<file path="src/rtl/sonic_echo_emu.sv">
// HC-SR04 style sensor model: qualifies trig, waits out the burst delay, then drives echo for distance*US_PER_CM us.
// Optional echo-width jitter is enabled by defining SONIC_EMU_JITTER_EN.
module sonic_echo_emu #(
  parameter int TICKS_PER_US = 50,
  parameter int US_PER_CM    = 58,
  parameter int MIN_TRIG_US  = 2,
  parameter int BURST_US     = 200,
  parameter int MAX_CM       = 400,
  parameter int TIMEOUT_US   = 38000,
  parameter int RECOVER_US   = 1000
) (
  input  logic       clk,
  input  logic       rst_n,
  input  logic       trig,
  input  logic [8:0] distance_cm,
  output logic       echo,
  output logic       busy,
  output logic       short_trig_err,
  output logic [15:0] trig_count
);

  localparam logic [21:0] MINC       = 22'(MIN_TRIG_US * TICKS_PER_US);
  localparam logic [21:0] BURSTC     = 22'(BURST_US * TICKS_PER_US);
  localparam logic [21:0] RECC       = 22'(RECOVER_US * TICKS_PER_US);
  localparam logic [21:0] TOC        = 22'(TIMEOUT_US * TICKS_PER_US);
  localparam logic [21:0] CYC_PER_CM = 22'(US_PER_CM * TICKS_PER_US);
  localparam logic [8:0]  MAX_D      = 9'(MAX_CM);

  typedef enum logic [2:0] {
    S_IDLE,
    S_TRIG,
    S_BURST,
    S_ECHO,
    S_RECOVER
  } state_t;

  state_t      state_q, state_d;
  logic        meta_q, meta_d;
  logic        trig_s_q, trig_s_d;
  logic        trig_dly_q, trig_dly_d;
  logic [21:0] cnt_q, cnt_d;
  logic [21:0] w_q, w_d;
  logic [15:0] trig_count_q, trig_count_d;
  logic        echo_q, echo_d;
  logic        busy_q, busy_d;
  logic        short_trig_err_q, short_trig_err_d;

  logic        rise, fall;
  logic        in_range;
  logic [21:0] w_calc;

  assign rise = trig_s_q & ~trig_dly_q;
  assign fall = ~trig_s_q & trig_dly_q;
  assign in_range = (distance_cm != 9'd0) && (distance_cm <= MAX_D);

`ifdef SONIC_EMU_JITTER_EN
  logic [15:0] lfsr_q, lfsr_d;
  logic        lfsr_fb;
  logic [21:0] jitter;

  assign lfsr_fb = lfsr_q[15] ^ lfsr_q[13] ^ lfsr_q[12] ^ lfsr_q[10];
  assign jitter  = 22'(lfsr_q[3:0]) * 22'(TICKS_PER_US);
  // Timeout width stays exact; only real targets get jittered.
  assign w_calc  = in_range ? (22'(distance_cm) * CYC_PER_CM + jitter) : TOC;
`else
  assign w_calc  = in_range ? (22'(distance_cm) * CYC_PER_CM) : TOC;
`endif

  always_comb begin
    meta_d     = trig;
    trig_s_d   = meta_q;
    trig_dly_d = trig_s_q;
  end

  always_comb begin
    state_d          = state_q;
    cnt_d            = cnt_q;
    w_d              = w_q;
    trig_count_d     = trig_count_q;
    short_trig_err_d = 1'b0;
`ifdef SONIC_EMU_JITTER_EN
    lfsr_d           = lfsr_q;
`endif

    case (state_q)
      S_IDLE: begin
        if (rise) begin
          state_d = S_TRIG;
          cnt_d   = '0;
        end
      end

      S_TRIG: begin
        if (fall) begin
          cnt_d = '0;
          if (cnt_q >= MINC) begin
            w_d          = w_calc;
            trig_count_d = (trig_count_q == 16'hFFFF) ? trig_count_q : trig_count_q + 16'd1;
`ifdef SONIC_EMU_JITTER_EN
            lfsr_d       = {lfsr_q[14:0], lfsr_fb};
`endif
            state_d      = S_BURST;
          end else begin
            short_trig_err_d = 1'b1;
            state_d          = S_IDLE;
          end
        end else if (trig_s_q && (cnt_q < MINC)) begin
          cnt_d = cnt_q + 22'd1;
        end
      end

      // Count resets on each phase change, so each phase lasts exactly its limit.
      S_BURST: begin
        if (cnt_q >= BURSTC - 22'd1) begin
          state_d = S_ECHO;
          cnt_d   = '0;
        end else begin
          cnt_d = cnt_q + 22'd1;
        end
      end

      S_ECHO: begin
        if (cnt_q >= w_q - 22'd1) begin
          state_d = S_RECOVER;
          cnt_d   = '0;
        end else begin
          cnt_d = cnt_q + 22'd1;
        end
      end

      S_RECOVER: begin
        if (cnt_q >= RECC - 22'd1) begin
          state_d = S_IDLE;
          cnt_d   = '0;
        end else begin
          cnt_d = cnt_q + 22'd1;
        end
      end

      default: begin
        state_d = S_IDLE;
        cnt_d   = '0;
      end
    endcase

    echo_d = (state_d == S_ECHO);
    busy_d = (state_d != S_IDLE);
  end

  always_ff @(posedge clk) begin
    if (!rst_n) begin
      state_q          <= S_IDLE;
      meta_q           <= 1'b1;
      trig_s_q         <= 1'b1;
      trig_dly_q       <= 1'b1;
      cnt_q            <= '0;
      w_q              <= '0;
      trig_count_q     <= '0;
      echo_q           <= 1'b0;
      busy_q           <= 1'b0;
      short_trig_err_q <= 1'b0;
`ifdef SONIC_EMU_JITTER_EN
      lfsr_q           <= 16'hACE1;
`endif
    end else begin
      state_q          <= state_d;
      meta_q           <= meta_d;
      trig_s_q         <= trig_s_d;
      trig_dly_q       <= trig_dly_d;
      cnt_q            <= cnt_d;
      w_q              <= w_d;
      trig_count_q     <= trig_count_d;
      echo_q           <= echo_d;
      busy_q           <= busy_d;
      short_trig_err_q <= short_trig_err_d;
`ifdef SONIC_EMU_JITTER_EN
      lfsr_q           <= lfsr_d;
`endif
    end
  end

  assign echo           = echo_q;
  assign busy           = busy_q;
  assign short_trig_err = short_trig_err_q;
  assign trig_count     = trig_count_q;

endmodule

</file>
<file path="config.mk">
export PLATFORM = sky130hd
export DESIGN_NAME = sonic_echo_emu
export DESIGN_NICKNAME = d
export VERILOG_FILES = /design/src/rtl/sonic_echo_emu.sv
export SDC_FILE = /design/constraint.sdc
export NUM_CORES = 1
export LEC_CHECK = 0
export ABC_AREA = 1
export BUFFER_PORTS_ARGS = -buffer_cell sky130_fd_sc_hd__buf_2
export CAP_MARGIN = 0
export CORE_ASPECT_RATIO = 0.5
export CORE_MARGIN = 1
export CORE_UTILIZATION = 60
export DETAILED_ROUTE_END_ITERATION = 7
export PLACE_DENSITY_LB_ADDON = 0.12
export SETUP_SLACK_MARGIN = 0.2
export SLEW_MARGIN = 20
export SYNTH_ARGS = -nofsm -noshare
export SYNTH_HDL_FRONTEND = slang
export SYNTH_SLANG_ARGS = --single-unit
</file>
<file path="constraint.sdc">
create_clock -name clk -period 5.9 [get_ports clk]
set_clock_uncertainty 0.05 [all_clocks]
set_input_delay 1.475 -clock clk [delete_from_list [all_inputs] [get_ports clk]]
set_output_delay 1.475 -clock clk [all_outputs]
set_load 0.05 [all_outputs]
</file>
==> results.md <==
* Placed inst area at roughly 6400 sq um
* Diodes inserted at 0
* Die Ht at ~74 microns
* Rel. slew slack at 0.425
* GR Util met2 at 0.473
* Mapped cell area at 6160 sq um
* Worst setup EP type: register
* Worst slew pin tran at ~0.86 ns
* Synth-to-Final Area Change at 8.02%
* Die width at approximately 150 microns
* Pins Over Slew Limit at 0
* Grt met3 use at 0.0553
* Lkg Pwr at ~3.5 nW
* HP Start: meta_q$_SDFF_PN1_
* CP max stage delay at approximately 0.54 ns
* Vias in the first global route at roughly 5.4k
* Leading cell type in the layout, fill and taps excluded: nand2_1
* Iteration-0 DRC Markers at 399
* M1 GR Usage at 0.389
* Max VDD drop at approximately 130 uV
* Detailed Place HPWL at approximately 11,000 microns
* Min Tclk post-route at 4.68 ns
* CTS sink cnt at 66
* Clock transition at path regs at roughly 0.050 ns
* R2R Path Start: w_q[2]$_SDFFE_PN0P_
* Fmax at 214 MHz
* Placer Congestion at 0.946
* Biggest area consumer among synthesized cells: dfxtp_1
* Most frequent cells in the layout: nand2_1, inv_1, nor2_1, nand3_1, ha_1
* Yosys warns at 0
* Residual DRC at 0
* Max Cap Viol at 0
* Wire length per cell at between 10 and 15 microns
* Worst Path Required at 6.08 ns
* Share of layout cells above drive strength 1 at 0.0681
* Mean Syn Cell Area at 6.68 sq um
* Pwr Density at 233 nW/um^2
* Largest net degree at the start of global routing at 28
* Post-synth top area share at 0.215
* Slowest cell on crit path: fa_1
* Buf/Inv on CP at 4
* HP Class: reg2reg
* Outcome: complete, no violations
* Maximum clock insertion buffer count at 2
* Syn_nets at a little over 1k
* Antenna violations before repair at 0
* Die Area at 10,700 sq um
* Final setup fails at 0
* Sum Neg Setup Slack at 0 ns
* Gr usage total at 0.291
* Gate Count Post-Synth at 922
* Startpoint Class: input port
* Root buf cell: clkbuf_16
* Sequential area share after synthesis at 0.215
* Final wirelength at 14,300 microns
* Top delay family on crit path: adder cells
* Final setup margin at 1.22 ns
* CP Max Fanout at 5
* First-pass GRT wire length at between 20,000 and 25,000 microns
* Crit path cell chain: buf_2 > ha_1 > inv_1 > fa_1 > fa_1 > inv_1 > fa_1 > ha_1 > a21oi_1 > o21ai_0 > nand2_1 > nand3_1 > nand2_1 > nand2_1 > o21ai_0 > inv_1
* Initial Util at 0.635
* Clock buffer count from CTS at 9
* Place WS at 0.884 ns
* Routed vias at between 5k and 6k
* WP data arrival at 4.86 ns
* Hold-fix buffers, CTS at 0
* ANT nets after route at 0
* Via density at approximately 5.2
* Gr ovfl total at 0
* Synth cell types at 38
* DR pass1 iterations at 6
* # resized after CTS at 0
* Core ar. at approximately 9700 sq um
* Worst Setup SP: distance_cm[3]
* Nets at approximately 1.1k
* Setup CP Type: in2reg
* Hold Vio Cnt, Final at 0
* Post-CTS setup buffers at 0
* Synth top area cells: dfxtp_1, ha_1, nand2_1, inv_1, nor2_1
* Tcrit/Tclk final at 0.793
* RSZ-0062 raised after global routing: no
* Fin area at between 6000 and 7000 sq um
* CTS tree: done
* Top Ports at 31
* CTS H-tree depth at 3
* GR peak layer: met2
* Worst skew pair latency at around 0.34 ns
* Row cnt at 25
* #FFs+latches synth at between 60 and 70
* Port-buffer cells at 30
==> logic make-up after synthesis <==
kind of cell,count (synthesis),share of synthesized area
simple gates,480,0.332
fa+ha+maj,98,0.226
compound gates,88,0.0786
buf+inv,160,0.107
flops,66,0.215
xor+xnor,30,0.0427
==> stage by stage <==
stage | total power [W] | std cells | hold WS (ns) | util
global route | 0.00167 | 1089 | 0.379 | 0.686
global placement | 0.00103 | 1073 | 0.345 | 0.657
detailed placement | 0.00104 | 1073 | 0.352 | 0.657
finish | 0.00155 | 1089 | 0.362 | 0.686
CTS | 0.00155 | 1089 | 0.364 | 0.686
floorplan | 0.000916 | 922 | 0.343 | -
==> layer usage <==
metal,routed length [microns],part of all wire
met5,0,0
met4,286,0.020
met3,715,0.050
met2,6150,0.43
met1,7150,0.50
==> synth_stat cells <==
master      n
o21ai_1     3
a22oi_1     4
nor2_1    132
nand3_2     2
nor2_2      5
nor4_2      1
clkbuf_1    6
o21bai_2    1
dfxtp_1    66
o21ai_0    25
a41oi_1     1
inv_2       2
nand2_4     2
o211ai_1    1
a21o_1      6
nor4_1      3
buf_8       1
nand4_1    11
nor3_2      1
a21oi_1    42
fa_1       22
and2_1      1
nor3_1     14
nor2_4      1
or2_2       5
nand3_1    76
inv_1     143
xnor2_1     8
nand3b_1    2
xor2_1     22
ha_1       76
or3_1       1
nand2_2     2
nand2_1   221
a31oi_1     5
inv_6       1
buf_6       4
buf_4       3
==> registers in the layout, summed over array words and instances, names as in the netlist <==
register,flops
trig_dly_d,1
echo,1
w_q,19
busy,1
trig_dly_q,1
cnt_q,22
trig_count,16
meta_q,1
state_q,3
short_trig_err,1
==> worst reg2reg max path, stage by stage (launching register included) <==
cell and delay (ns):
dfxtp_1 0.34, inv_1 0.11, ha_1 0.20, inv_1 0.08, nor4_2 0.38, nand2_1 0.18
nor3_1 0.21, xor2_1 0.18, ha_1 0.25, nand2_1 0.09, inv_1 0.04, nand2_1 0.06
nand2_1 0.04, a21oi_1 0.22, nand2_1 0.08, nor2_1 0.35, nand4_1 0.16, a21oi_1 0.16
==> where the power goes <==
part           switching (W)  internal (W)  total [W]
combinational       0.000368      0.000220   0.000588
sequential        0.00000290      0.000449   0.000451
clock               0.000187      0.000326   0.000513
==> path summary, 6_finish.rpt <==
kind	endpoint	slack, ns	depth (start not counted)
worst max-delay path	w_q[18]$_SDFFE_PN0P_	1.22	16
worst min-delay path	trig_dly_d$_SDFF_PN1_	0.36	1
worst max register to register	cnt_q[21]$_SDFFE_PN0P_	2.65	17
worst min register to register	trig_dly_d$_SDFF_PN1_	0.36	1
==> cell type report <==
type / count / area, sq um
Fill cell: 862 / 3040
Tap cell: 135 / 169
Inverter: 146 / 553
Clock buffer: 13 / 240
Sequential cell: 66 / 1320
Timing Repair Buffer: 30 / 150
Multi-Input combinational cell: 696 / 4180
Clock inverter: 3 / 40.0
Power figures use the tool's default switching activity.
